`src/rtl/tia_phase_gen.sv`:
```
// Two-phase non-overlapping strobe generator with a 6-bit polynomial
// horizontal-counter reference. Both strobes are derived from a single master
// clock divided by PERIOD; the LFSR steps once per phase cycle on the edge
// where s2 falls, and reloads to zero from WRAP_STATE with a one-clock wrap
// pulse.
module tia_phase_gen #(
    parameter int unsigned PERIOD     = 4,
    parameter int unsigned S1_WIDTH   = 1,
    parameter int unsigned S2_OFFSET  = 2,
    parameter int unsigned S2_WIDTH   = 1,
    parameter logic [5:0]  WRAP_STATE = 6'b101101
) (
    input  logic       clk,
    input  logic       reset,
    input  logic       en,
    input  logic       sync_rst,
    output logic       s1,
    output logic       s2,
    output logic [3:0] phase,
    output logic [5:0] count,
    output logic       wrap
);

    // Parameter legality: PERIOD fits the 4-bit phase index, both strobes are
    // at least one clock wide, and there is a dead clock between s1 falling
    // and s2 rising as well as between s2 falling and the next s1.
    if (PERIOD < 4 || PERIOD > 16) begin : g_bad_period
        $error("tia_phase_gen: PERIOD must be in 4..16");
    end
    if (S1_WIDTH < 1 || S2_WIDTH < 1) begin : g_bad_width
        $error("tia_phase_gen: S1_WIDTH and S2_WIDTH must be at least 1");
    end
    if (S2_OFFSET < S1_WIDTH + 1) begin : g_bad_offset
        $error("tia_phase_gen: S2_OFFSET must leave a dead clock after s1");
    end
    if (S2_OFFSET + S2_WIDTH > PERIOD - 1) begin : g_bad_tail
        $error("tia_phase_gen: s2 must end at least one clock before the cycle wraps");
    end

    // Phase index constants. Comparisons against the new phase are done in
    // 5 bits so that S2_OFFSET+S2_WIDTH == 16 cannot alias to zero.
    localparam logic [3:0] PH_LAST = 4'(PERIOD - 1);
    localparam logic [3:0] S2_LAST = 4'(S2_OFFSET + S2_WIDTH - 1);
    localparam logic [4:0] S1_END  = 5'(S1_WIDTH);
    localparam logic [4:0] S2_BEG  = 5'(S2_OFFSET);
    localparam logic [4:0] S2_END  = 5'(S2_OFFSET + S2_WIDTH);

    // One step of the polynomial counter: XNOR of the two top bits shifted in.
    function automatic logic [5:0] lfsr_step(input logic [5:0] cur);
        return {cur[4:0], ~(cur[5] ^ cur[4])};
    endfunction

    logic [3:0] phase_q, phase_d;
    logic       s1_q, s1_d;
    logic       s2_q, s2_d;
    logic [5:0] count_q, count_d;
    logic       wrap_q, wrap_d;

    logic [3:0] phase_inc;
    logic [4:0] phase_inc_w;
    logic       lfsr_adv;

    // Phase successor and the strobe decode of that successor.
    always_comb begin
        phase_inc   = (phase_q == PH_LAST) ? 4'd0 : phase_q + 4'd1;
        phase_inc_w = {1'b0, phase_inc};
        lfsr_adv    = (phase_q == S2_LAST);
    end

    // Next-state selection: sync restart beats enable; a disabled edge holds
    // the phase and counter but forces both strobes and wrap low.
    always_comb begin
        phase_d = phase_q;
        s1_d    = 1'b0;
        s2_d    = 1'b0;
        count_d = count_q;
        wrap_d  = 1'b0;
        if (sync_rst) begin
            phase_d = PH_LAST;
            count_d = 6'd0;
        end else if (en) begin
            phase_d = phase_inc;
            s1_d    = (phase_inc_w < S1_END);
            s2_d    = (phase_inc_w >= S2_BEG) && (phase_inc_w < S2_END);
            if (lfsr_adv) begin
                if (count_q == WRAP_STATE) begin
                    count_d = 6'd0;
                    wrap_d  = 1'b1;
                end else begin
                    count_d = lfsr_step(count_q);
                end
            end
        end
    end

    // State registers; reset parks the phase on the last index so the first
    // enabled edge lands on phase 0 and raises s1.
    always_ff @(posedge clk or posedge reset) begin
        if (reset) begin
            phase_q <= PH_LAST;
            s1_q    <= 1'b0;
            s2_q    <= 1'b0;
            count_q <= 6'd0;
            wrap_q  <= 1'b0;
        end else begin
            phase_q <= phase_d;
            s1_q    <= s1_d;
            s2_q    <= s2_d;
            count_q <= count_d;
            wrap_q  <= wrap_d;
        end
    end

    assign s1    = s1_q;
    assign s2    = s2_q;
    assign phase = phase_q;
    assign count = count_q;
    assign wrap  = wrap_q;

endmodule

```
`config.mk`:
```
export PLATFORM = sky130hd
export DESIGN_NAME = tia_phase_gen
export DESIGN_NICKNAME = d
export VERILOG_FILES = /design/src/rtl/tia_phase_gen.sv
export SDC_FILE = /design/constraint.sdc
export NUM_CORES = 1
export LEC_CHECK = 0
export CORE_MARGIN = 2
export CORE_UTILIZATION = 46
export DETAILED_ROUTE_END_ITERATION = 8
export MAX_ROUTING_LAYER = met4
export PLACE_DENSITY = 0.75
export RECOVER_POWER = 25
export SETUP_SLACK_MARGIN = 0.5
export SLEW_MARGIN = 20
export SYNTH_ARGS = -nofsm -noshare
export SYNTH_HDL_FRONTEND = slang
export SYNTH_SLANG_ARGS = --single-unit
```
`constraint.sdc`:
```
create_clock -name clk -period 1.61 [get_ports clk]
set_input_delay 0.483 -clock clk [delete_from_list [all_inputs] [get_ports clk]]
set_output_delay 0.483 -clock clk [all_outputs]
set_load 0.01 [all_outputs]
```
==> out/summary.md, run 1 <==
- initial antenna violation count: 0
- biggest cell delay along the critical path: 550 ps
- met1 global-route usage: 25.9%
- Avg WL per Cell: 15.8 um
- final period demand of the worst path: 1550 ps
- global-route wire length before repair: 2760 um
- Max clock buf depth: 2
- max-slew violations: 0
- Post-Place Setup Slack: -100 ps
- post-cts hold buffer count: 0
- top achievable clock speed: 646 MHz
- global-route congestion overflow total: 0
- clock-pin slew on the worst setup and hold paths: 90 ps
- count of flip-flops with a built-in enable after synthesis: 0
- post-DP HPWL: 1010 um
- Inserted Clock Buffers: 3
- Final Cycle Share: 96.1%
- reported net switching power: 224 uW
- Clock Power Share: 27.7%
- width of the die: 42.9 um
- final weighted congestion in routability-driven placement: 0.743
- critical path required time: 1790 ps
- Max IR drop VDD: 0.510 mV
- Worst Setup Slack, final: 62.7 ps
- Synth async-reset ratio: 100%
- Mean Syn Cell Area: 10.2 um2
- Setup crit end kind: flop
- run status: complete, no violations
- post-route cell area: 0.00116 mm2
- Pre-antenna DRT Iters: 6
- PD cells: 661 mW/mm2
- antenna diode instance count: 0
- setup clock skew after layout: 2.96 ps
- final cell count without fillers: 128
- GR peak layer: met2
- share of final-layout standard cells stronger than drive strength 1: 55.4%
- simple logic cell fraction of the synthesized area: 22.8%
- xor and xnor area share after synthesis: 3.77%
- worst min-delay path class: reg2reg
- sequential share of the synthesized area: 47.0%
- via density per instance: 5.44
- total detailed-routing wirelength: 2030 um
- CTS HTree Levels: 1
- placeable core area: 0.00145 mm2
- Die Footprint: 0.00184 mm2
- Synth Flop Type: dfrtp_1
- number of unique standard cell types used by synthesis: 23
- actual transition at the worst max-transition pin: 731 ps
- global routing usage summed across all routing layers: 22.1%
- Synth Area in Adders: 8.98%
- switching power as a share of total power: 29.1%
- startpoint types: flop
- multiplexer area fraction after synthesis: 2.87%
- via count of the first global-routing pass: 624
- input/output buffers: 16
- cells after synthesis: 68
- cell internal power dissipation: 545 uW
- data arrival at the endpoint of the critical path: 1730 ps
- iteration-0 DRC count of the detailed router: 23
- Routed Antenna Nets: 0
- count of vias placed by the detailed router: 696
- Comb power frac: 27.0%
- worst rel slew slack: 51.2%
- ordered cell list for the critical path: buf_6 > ha_4 > and4bb_1 > buf_2 > nand3b_1 > o32ai_1
- final hold slack: 647 ps
- max-cap violations: 0
- sequential fraction of design power: 45.3%
- total setup violations reported at the end of the flow: 0
- met2 routing resource usage after global routing: 33.9%
- met3 track demand over resource in global routing: 5.53%
- unrepaired setup endpoints after global routing: true
- Layout Nets: 122
- final-report hold violation count: 0
- number of synthesized register bits: 13
- Ports: 17
- Max Fanout on Critical Path: 5
- post-synthesis instance area: 697 um2
- Placement Cell Area: 952 um2
- Final TNS setup: 0 ps
- clock sinks: 13
- placed cells: 108
- growth of design area from synthesis to finish: 66.8%
- kind of critical path: reg2reg
- count of unresolved DRC violations after routing: 0
- synthesis warning total: 0
- number of cell rows: 14
- number of nets in the synthesized netlist: 77
- main combinational cell family by area after synthesis: simple AND/OR/NAND/NOR gates
- Die Span Y: 42.9 um
- Synth Area in Compound Gates: 8.08%
- starting density of the core: 47.9%
- latest clock arrival within the worst-skew pair: 280 ps
- leakage dissipation: 0.000563 uW
- slowest stage cell, crit path: dfstp_2
- CTS tree: done
- maximum number of pins on one net before global-route repair: 18
- clock tree root driver cell: clkbuf_4
## power groups by stage
stage	registers (uW)	logic, uW	clock network, uW
3_5_place_dp	354	135	0
2_1_floorplan	366	53.8	0
6_report	348	208	213
4_1_cts	348	160	217
3_3_place_gp	354	133	0
5_1_grt	350	224	239
## cells by family after synthesis
group / after synthesis
AND/OR/NAND/NOR: 27
AO/OA/AOI/OAI: 8
adder cells (fa/ha/maj): 5
XOR/XNOR: 3
multiplexers: 2
flip-flops: 13
buffers and inverters: 10
## layout by cell type (no fill, tap or decap), types with 2 or more instances in the layout
| cell type | count |
|---|---|
| a21oi_2 | 2 |
| buf_2 | 13 |
| buf_4 | 17 |
| buf_6 | 7 |
| clkbuf_4 | 3 |
| dfrtp_1 | 11 |
| dfstp_2 | 2 |
| ha_2 | 2 |
| ha_4 | 2 |
| inv_1 | 7 |
| mux2i_1 | 2 |
| nand2_1 | 4 |
| nand2b_1 | 2 |
| nand3b_1 | 5 |
| nor2_1 | 5 |
| o32ai_2 | 2 |
| xnor2_2 | 2 |
## state kept, by name (all words and copies together), names as in the netlist
name	flops
wrap	1
s1	1
phase	4
count	6
s2	1
## worst paths after layout
check | cells after the start | to | startpoint | slack (ps)
worst max-delay path | 6 | count[3] | phase[1] | 60
worst min-delay path | 3 | count[2] | count[2] | 650
worst max register to register | 6 | count[3] | phase[1] | 60
worst min register to register | 3 | count[2] | count[2] | 650
max in group asynchronous | 3 | count[0] | reset | 340
min in group asynchronous | 3 | s1 | reset | 810
## routing by layer
| metal | wire (um) | vias to the layer above |
|---|---|---|
| li1 | - | 323 |
| met1 | 844 | 343 |
| met2 | 1090 | 24 |
| met3 | 81 | 6 |
| met4 | 13 | 0 |
| met5 | 0 | - |
## synth_stat cells, types with 3 or more instances
library cell   n  share of area [%]
dfrtp_1       11                 39
ha_1           5                9.0
inv_1          8                4.3
nand2_1        5                2.7
nand2b_1       3                2.7
nand3b_1       5                5.4
nor2_1         6                3.2
o32ai_1        4                5.0
xnor2_1        3                3.8
## per-stage QoR
step / power (uW) / utilization, %
after floorplan: 420 / -
after global routing: 812 / 79.9
after CTS: 726 / 73.6
after global placement: 487 / 65.5
after detailed placement: 489 / 65.5
final: 769 / 79.9
## timing repair
action                                  in CTS  in global routing
gates resized for setup                     67                 11
gates cloned                                 1                  0
endpoints found under the setup margin      26                 25
setup buffers                               10                  5
pin swaps                                    4                  5
## critical path: cells and delay by family (launching register included)
kind | cells | cell delay, ps
flops | 1 | 550
simple gates | 2 | 330
buf+inv | 2 | 330
compound gates | 1 | 130
fa+ha+maj | 1 | 110
## layout make-up
class / count / area [um2]
clock buffers: 3 / 22.5
repair buffers: 42 / 324
multi-input cells: 45 / 433
clock inverters: 1 / 5.00
well taps: 16 / 20.0
inverters: 8 / 30.0
flip-flops and latches: 13 / 328
fillers: 84 / 292
(Power assumes the default switching activity.)
==> inputs of run 2 (changes only) <==
Settings changed: CTS_CLUSTER_DIAMETER set to 120.
==> results of run 2 <==
No change in the layout: final DEF, timing and power equal those of run 1.
